===== config.mk =====
export PLATFORM = sky130hd
export DESIGN_NAME = render_unit
export DESIGN_NICKNAME = d
export VERILOG_FILES = /design/src/rtl/render_unit.sv
export SDC_FILE = /design/constraint.sdc
export NUM_CORES = 1
export LEC_CHECK = 0
export BUFFER_PORTS_ARGS = -buffer_cell sky130_fd_sc_hd__buf_2
export CAP_MARGIN = 10
export CORE_ASPECT_RATIO = 1.75
export CORE_MARGIN = 2
export CORE_UTILIZATION = 30
export DETAILED_ROUTE_END_ITERATION = 8
export PLACE_DENSITY = 0.51
export SLEW_MARGIN = 20
export SYNTH_ARGS = -nofsm -noshare
export SYNTH_HDL_FRONTEND = slang
export SYNTH_SLANG_ARGS = --single-unit

===== constraint.sdc =====
create_clock -name clk -period 6.9 [get_ports clk]
set_input_delay 1.38 -clock clk [delete_from_list [all_inputs] [get_ports clk]]
set_output_delay 1.38 -clock clk [all_outputs]
set_load 0.005 [all_outputs]

===== src/rtl/render_unit.sv =====
// render_unit: memory-mapped fill / line / sprite rasteriser.
// The CPU programs coordinates, geometry, texture base and texture code over an
// Avalon-MM slave, then writes the trigger register. The unit then fills the
// screen, draws the centre divider column, or blits a texture from an external
// ROM (1-cycle read latency) into a column-major frame buffer (addr = x*FB_H+y).
//
// Ports:
//   clk, rst           system clock, asynchronous active-high reset
//   slave_*            Avalon-MM register interface (waitrequest = busy)
//   tex_addr, tex_q    texture ROM address / texel {opaque, RRGGBB}
//   fb_addr, fb_data   frame-buffer write address and colour
//   fb_wren            frame-buffer write enable
module render_unit #(
   parameter int unsigned FB_W   = 320,
   parameter int unsigned FB_H   = 240,
   parameter int unsigned TEX_AW = 16
) (
   input  logic              clk,
   input  logic              rst,
   input  logic [3:0]        slave_address,
   input  logic              slave_read,
   output logic [31:0]       slave_readdata,
   input  logic              slave_write,
   input  logic [31:0]       slave_writedata,
   output logic              slave_waitrequest,
   output logic [TEX_AW-1:0] tex_addr,
   input  logic [6:0]        tex_q,
   output logic [16:0]       fb_addr,
   output logic [5:0]        fb_data,
   output logic              fb_wren
);

   localparam logic [16:0] LastPix   = 17'(FB_W * FB_H - 1);
   localparam logic [16:0] LineFirst = 17'((FB_W / 2 - 1) * FB_H);
   localparam logic [16:0] LineLast  = 17'((FB_W / 2) * FB_H - 1);
   localparam logic [6:0]  LineCode  = 7'h1F;

   typedef enum logic [2:0] {
      StIdle, StFill, StLine, StSprInit, StSprScan, StSprDrain
   } state_e;

   state_e state_q, state_d;

   // Programmable registers
   logic [10:0]       mid_x_q, mid_x_d;
   logic [10:0]       mid_y_q, mid_y_d;
   logic              neg_q, neg_d;
   logic [6:0]        tex_code_q, tex_code_d;
   logic [8:0]        width_q, width_d;
   logic [7:0]        height_q, height_d;
   logic [TEX_AW-1:0] base_q, base_d;

   // Fill / line output registers
   logic [16:0]       laddr_q, laddr_d;
   logic [5:0]        ldata_q, ldata_d;
   logic              lwren_q, lwren_d;

   // Sprite scan state
   logic [10:0]       x0_q, x0_d;
   logic [10:0]       y0_q, y0_d;
   logic [8:0]        col_q, col_d;
   logic [7:0]        row_q, row_d;
   logic [TEX_AW-1:0] tex_addr_q, tex_addr_d;
   // Pixel pipeline: fetch address issued this cycle, texel arrives next cycle
   logic              pv_q, pv_d;
   logic [16:0]       pa_q, pa_d;

   logic        plotting;
   logic        trigger;
   logic [10:0] wd_coord;
   logic [10:0] cur_x, cur_y, x_mul;
   logic        x_on, y_on;
   logic [16:0] pix_addr;
   logic        unused_wd;

   assign unused_wd = ^slave_writedata[31:17];

   assign plotting          = (state_q != StIdle);
   assign slave_waitrequest = plotting;
   assign trigger           = slave_write && !plotting && (slave_address == 4'd6);
   assign wd_coord          = neg_q ? (~slave_writedata[10:0] + 11'd1) : slave_writedata[10:0];

   assign cur_x    = x0_q + {2'b00, col_q};
   assign cur_y    = y0_q + {3'b000, row_q};
   assign x_on     = !cur_x[10] && (cur_x < 11'(FB_W));
   assign y_on     = !cur_y[10] && (cur_y < 11'(FB_H));
   assign x_mul    = x_on ? cur_x : 11'd0;
   assign pix_addr = 17'(x_mul) * 17'(FB_H) + 17'(cur_y);

   // Sprite pixels are written the cycle their texel returns from the ROM
   assign tex_addr = tex_addr_q;
   assign fb_wren  = lwren_q | (pv_q & tex_q[6]);
   assign fb_addr  = pv_q ? pa_q : laddr_q;
   assign fb_data  = pv_q ? tex_q[5:0] : ldata_q;

   always_comb begin
      slave_readdata = 32'd0;
      if (slave_read) begin
         unique case (slave_address)
            4'd1:    slave_readdata = {{21{mid_x_q[10]}}, mid_x_q};
            4'd2:    slave_readdata = {{21{mid_y_q[10]}}, mid_y_q};
            4'd3:    slave_readdata = {31'd0, neg_q};
            4'd4:    slave_readdata = {25'd0, tex_code_q};
            4'd5:    slave_readdata = {15'd0, height_q, width_q};
            4'd7:    slave_readdata = 32'(base_q);
            default: slave_readdata = 32'd0;
         endcase
      end
   end

   always_comb begin
      state_d    = state_q;
      mid_x_d    = mid_x_q;
      mid_y_d    = mid_y_q;
      neg_d      = neg_q;
      tex_code_d = tex_code_q;
      width_d    = width_q;
      height_d   = height_q;
      base_d     = base_q;
      laddr_d    = laddr_q;
      ldata_d    = ldata_q;
      lwren_d    = lwren_q;
      x0_d       = x0_q;
      y0_d       = y0_q;
      col_d      = col_q;
      row_d      = row_q;
      tex_addr_d = tex_addr_q;
      pv_d       = 1'b0;
      pa_d       = 17'd0;

      if (slave_write && !plotting) begin
         unique case (slave_address)
            4'd1:    mid_x_d    = wd_coord;
            4'd2:    mid_y_d    = wd_coord;
            4'd3:    neg_d      = slave_writedata[0];
            4'd4:    tex_code_d = slave_writedata[6:0];
            4'd5: begin
               width_d  = slave_writedata[8:0];
               height_d = slave_writedata[16:9];
            end
            4'd7:    base_d     = slave_writedata[TEX_AW-1:0];
            default: ;
         endcase
      end

      unique case (state_q)
         StIdle: begin
            if (trigger) begin
               if (tex_code_q[6])               state_d = StFill;
               else if (tex_code_q == LineCode) state_d = StLine;
               else                             state_d = StSprInit;
            end
         end
         // lwren_q low marks the setup cycle before the first write
         StFill: begin
            if (!lwren_q) begin
               lwren_d = 1'b1;
               laddr_d = 17'd0;
               ldata_d = tex_code_q[5:0];
            end else if (laddr_q == LastPix) begin
               lwren_d = 1'b0;
               laddr_d = 17'd0;
               ldata_d = 6'd0;
               state_d = StIdle;
            end else begin
               laddr_d = laddr_q + 17'd1;
            end
         end
         StLine: begin
            if (!lwren_q) begin
               lwren_d = 1'b1;
               laddr_d = LineFirst;
               ldata_d = 6'd0;
            end else if (laddr_q == LineLast) begin
               lwren_d = 1'b0;
               laddr_d = 17'd0;
               state_d = StIdle;
            end else begin
               laddr_d = laddr_q + 17'd1;
            end
         end
         StSprInit: begin
            x0_d       = mid_x_q - {3'b000, width_q[8:1]};
            y0_d       = mid_y_q - {4'b0000, height_q[7:1]};
            tex_addr_d = base_q;
            col_d      = 9'd0;
            row_d      = 8'd0;
            state_d    = (width_q == 9'd0 || height_q == 8'd0) ? StIdle : StSprScan;
         end
         StSprScan: begin
            pv_d       = x_on && y_on;
            pa_d       = pix_addr;
            tex_addr_d = tex_addr_q + TEX_AW'(1);
            if (row_q == height_q - 8'd1) begin
               row_d = 8'd0;
               if (col_q == width_q - 9'd1) state_d = StSprDrain;
               else                         col_d   = col_q + 9'd1;
            end else begin
               row_d = row_q + 8'd1;
            end
         end
         StSprDrain: state_d = StIdle;
         default:    state_d = StIdle;
      endcase
   end

   always_ff @(posedge clk or posedge rst) begin
      if (rst) begin
         state_q    <= StIdle;
         mid_x_q    <= '0;
         mid_y_q    <= '0;
         neg_q      <= 1'b0;
         tex_code_q <= '0;
         width_q    <= '0;
         height_q   <= '0;
         base_q     <= '0;
         laddr_q    <= '0;
         ldata_q    <= '0;
         lwren_q    <= 1'b0;
         x0_q       <= '0;
         y0_q       <= '0;
         col_q      <= '0;
         row_q      <= '0;
         tex_addr_q <= '0;
         pv_q       <= 1'b0;
         pa_q       <= '0;
      end else begin
         state_q    <= state_d;
         mid_x_q    <= mid_x_d;
         mid_y_q    <= mid_y_d;
         neg_q      <= neg_d;
         tex_code_q <= tex_code_d;
         width_q    <= width_d;
         height_q   <= height_d;
         base_q     <= base_d;
         laddr_q    <= laddr_d;
         ldata_q    <= ldata_d;
         lwren_q    <= lwren_d;
         x0_q       <= x0_d;
         y0_q       <= y0_d;
         col_q      <= col_d;
         row_q      <= row_d;
         tex_addr_q <= tex_addr_d;
         pv_q       <= pv_d;
         pa_q       <= pa_d;
      end
   end

endmodule


==> flow_summary.toml <==
[global_route]
grt_max_degree = 72
grt_overflow = 0
grt_pass1_wl_um = 53500
grt_pass1_vias = 9736
grt_usage_pct = 17.5
antenna_found_initial = 0

[worst_setup_path]
cp_top_family = "adder cells"
required_ps = 7240
critPathKind = "reg -> reg"
crit_arrival_ps = 6520
cp_common_cell = "ha_1"
slowest_stage = "fa_1"
setup.worst_path.start_class = "register"
path_max_fanout = 14
max_stage_delay_ps = 510
crit_buf_inv = 3
cp-end-kind = "register"

[logic_synthesis]
synth_top_area_cell = "dfrtp_1"
syn_inst = 1298
ys_ff_latch = 163
yosys_warnings = 0
synthArstFlopShare_pct = 100
netlist_area_mm2 = 0.0115
synth_top_area_share_pct = 35.6
dominantRegCellSynth = "dfrtp_1"
synthTopCellsByArea = "dfrtp_1, ha_1, o21ai_0"
synthDistinctLibCells = 88
synth_area_per_cell_um2 = 8.83
ys_seq_area_share_pct = 35.6
synth_edf_count = 0

[die]
coreArea_mm2 = 0.0376
start_util_pct = 30.5
dieArea_mm2 = 0.0399
die_y_um = 263
die_w_um = 152
ios = 120
num_rows = 94

[routing]
drtAntennaViolNets = 0
drt_iter0_markers = 418
wl_per_cell_um = 18.1
drt-vias-per-instance = 5.22
vias = 9751
dr.pass1.iters = 5
drc = 0
wirelength_um = 33700

[clock_tree]
cts_tree = "built"
cts_setup_buffers = 0
worstSkewPairLatency_ps = 460
cts_inserted_buffers = 17
path_clk_slew_ps = 70
cts_hold_buf = 0
cts_htree_levels = 4
clkSinkCount = 163
clockBufferDepth = 2
clockRootBuffer = "clkbuf_16"
cts_resized = 0

[layout]
final_common_cell = "dfrtp_1"
final_area_mm2 = 0.0130
drive_above_1_share_pct = 16.7
layout.nets = 1502
antenna_cells = 0
layout_common_cells = "dfrtp_1, nand2_1, o21ai_0"
final_core_util_pct = 34.6
areaGrowthSynthToFinish_pct = 13.6
fin_cells = 1868

[placement]
dp.cells = 1836
port-buffer-count = 104
placed_cell_area_mm2 = 0.0124
place_congestion = 0.872
dp_hpwl_um = 26200

[timing]
tns_ps = 0
rsz0062_at_grt = "false"
relSlewSlack_pct = 31.2
clock.fmax_mhz = 162
worstMarginPinSlew_ps = 1030
finalHoldViolations = 0
slew_viol_final = 0
finalSetupViolCount = 0
min_period_over_period_pct = 89.6
fin_crit_ps = 6180
finClkSkew_ps = 14.7

[job]
cap_viol_max_count = 0

[pwr]
totalPowerFinal_mw = 5.45
vdd_ir_drop_max_v = 0.000229
pwr_density_cell_mw_per_mm2 = 419
p_leak_nw = 5.92

[run_status]
outcome = "complete, no violations"

[min_path]
holdCritPathClass = "reg -> reg"
-- layer usage --
metal	GRT usage (%)	wire length, um
met5	0	0
met4	7.58	1220
met3	2.47	1130
met2	31.7	18100
met1	20.1	13300
-- cells in the mapped netlist (17+ instances only) --
| cell | instances |
|---|---|
| xor2_1 | 35 |
| a31oi_1 | 17 |
| ha_1 | 62 |
| fa_1 | 18 |
| a22oi_1 | 26 |
| nand3_1 | 43 |
| nor3_1 | 31 |
| dfrtp_1 | 163 |
| nor2b_1 | 19 |
| inv_1 | 80 |
| a21oi_1 | 56 |
| clkbuf_1 | 40 |
| and3_1 | 21 |
| o21ai_0 | 117 |
| mux2_2 | 50 |
| nor2_1 | 88 |
| xnor2_1 | 53 |
| nand2_1 | 154 |
-- report_power, final --
part           total (mW)  internal, mW  switching [mW]
clock               0.969         0.489           0.480
combinational        2.73          1.21            1.52
sequential           1.75          1.26           0.489
-- tightest hold or removal path, cell delays in order (launching register included) --
cell and delay (ps):
dfrtp_1 350, nand2_1 50, o21ai_0 60
-- sequential cells by signal, summed over array words and instances (netlist names), 3 cells and up --
name and count:
laddr_q 17, pa_q 17, base_q 16, tex_addr 16, mid_x_q 11, mid_y_q 11, x0_q 11, y0_q 11
col_q 9, width_q 9, height_q 8, row_q 8, tex_code_q 7, ldata_q 6, state_q 3
-- stage by stage --
| step | setup slack [ps] | hold slack (ps) |
|---|---|---|
| final | 718 | 489 |
| after floorplan | 1120 | 455 |
| after global routing | 343 | 520 |
| after global placement | 793 | 470 |
| after detailed placement | 698 | 477 |
| after CTS | 698 | 493 |
-- worst paths after layout --
kind,start,to,slack [ps],depth (start not counted)
max,col_q[0]$_DFFE_PP0P_,pa_q[16]$_DFF_PP0_,720,25
min,x0_q[2]$_DFFE_PP0P_,x0_q[2]$_DFFE_PP0P_,490,2
max reg2reg,col_q[0]$_DFFE_PP0P_,pa_q[16]$_DFF_PP0_,720,25
min reg2reg,x0_q[2]$_DFFE_PP0P_,x0_q[2]$_DFFE_PP0P_,490,2
max in group asynchronous,rst,x0_q[3]$_DFFE_PP0P_,4730,3
min in group asynchronous,rst,laddr_q[11]$_DFFE_PP0P_,1010,2
-- final cells by class --
type	instances	area (um2)
clock buffer	17	425
timing repair buffer	118	626
fill	4005	24600
multi-input combinational	994	6800
clock inverter	15	178
inverter	81	309
sequential	163	4080
tap	480	601
-- logic make-up after synthesis --
| logic type | after synthesis | synth area share (%) |
|---|---|---|
| adder cells (fa/ha/maj) | 81 | 10.0 |
| flip-flops | 163 | 35.6 |
| AO/OA/AOI/OAI | 323 | 17.9 |
| multiplexers | 57 | 5.52 |
| AND/OR/NAND/NOR | 437 | 18.8 |
| XOR/XNOR | 89 | 6.86 |
| other | 2 | 0.0655 |
| buffers and inverters | 146 | 5.31 |
(Power assumes the default switching activity.)
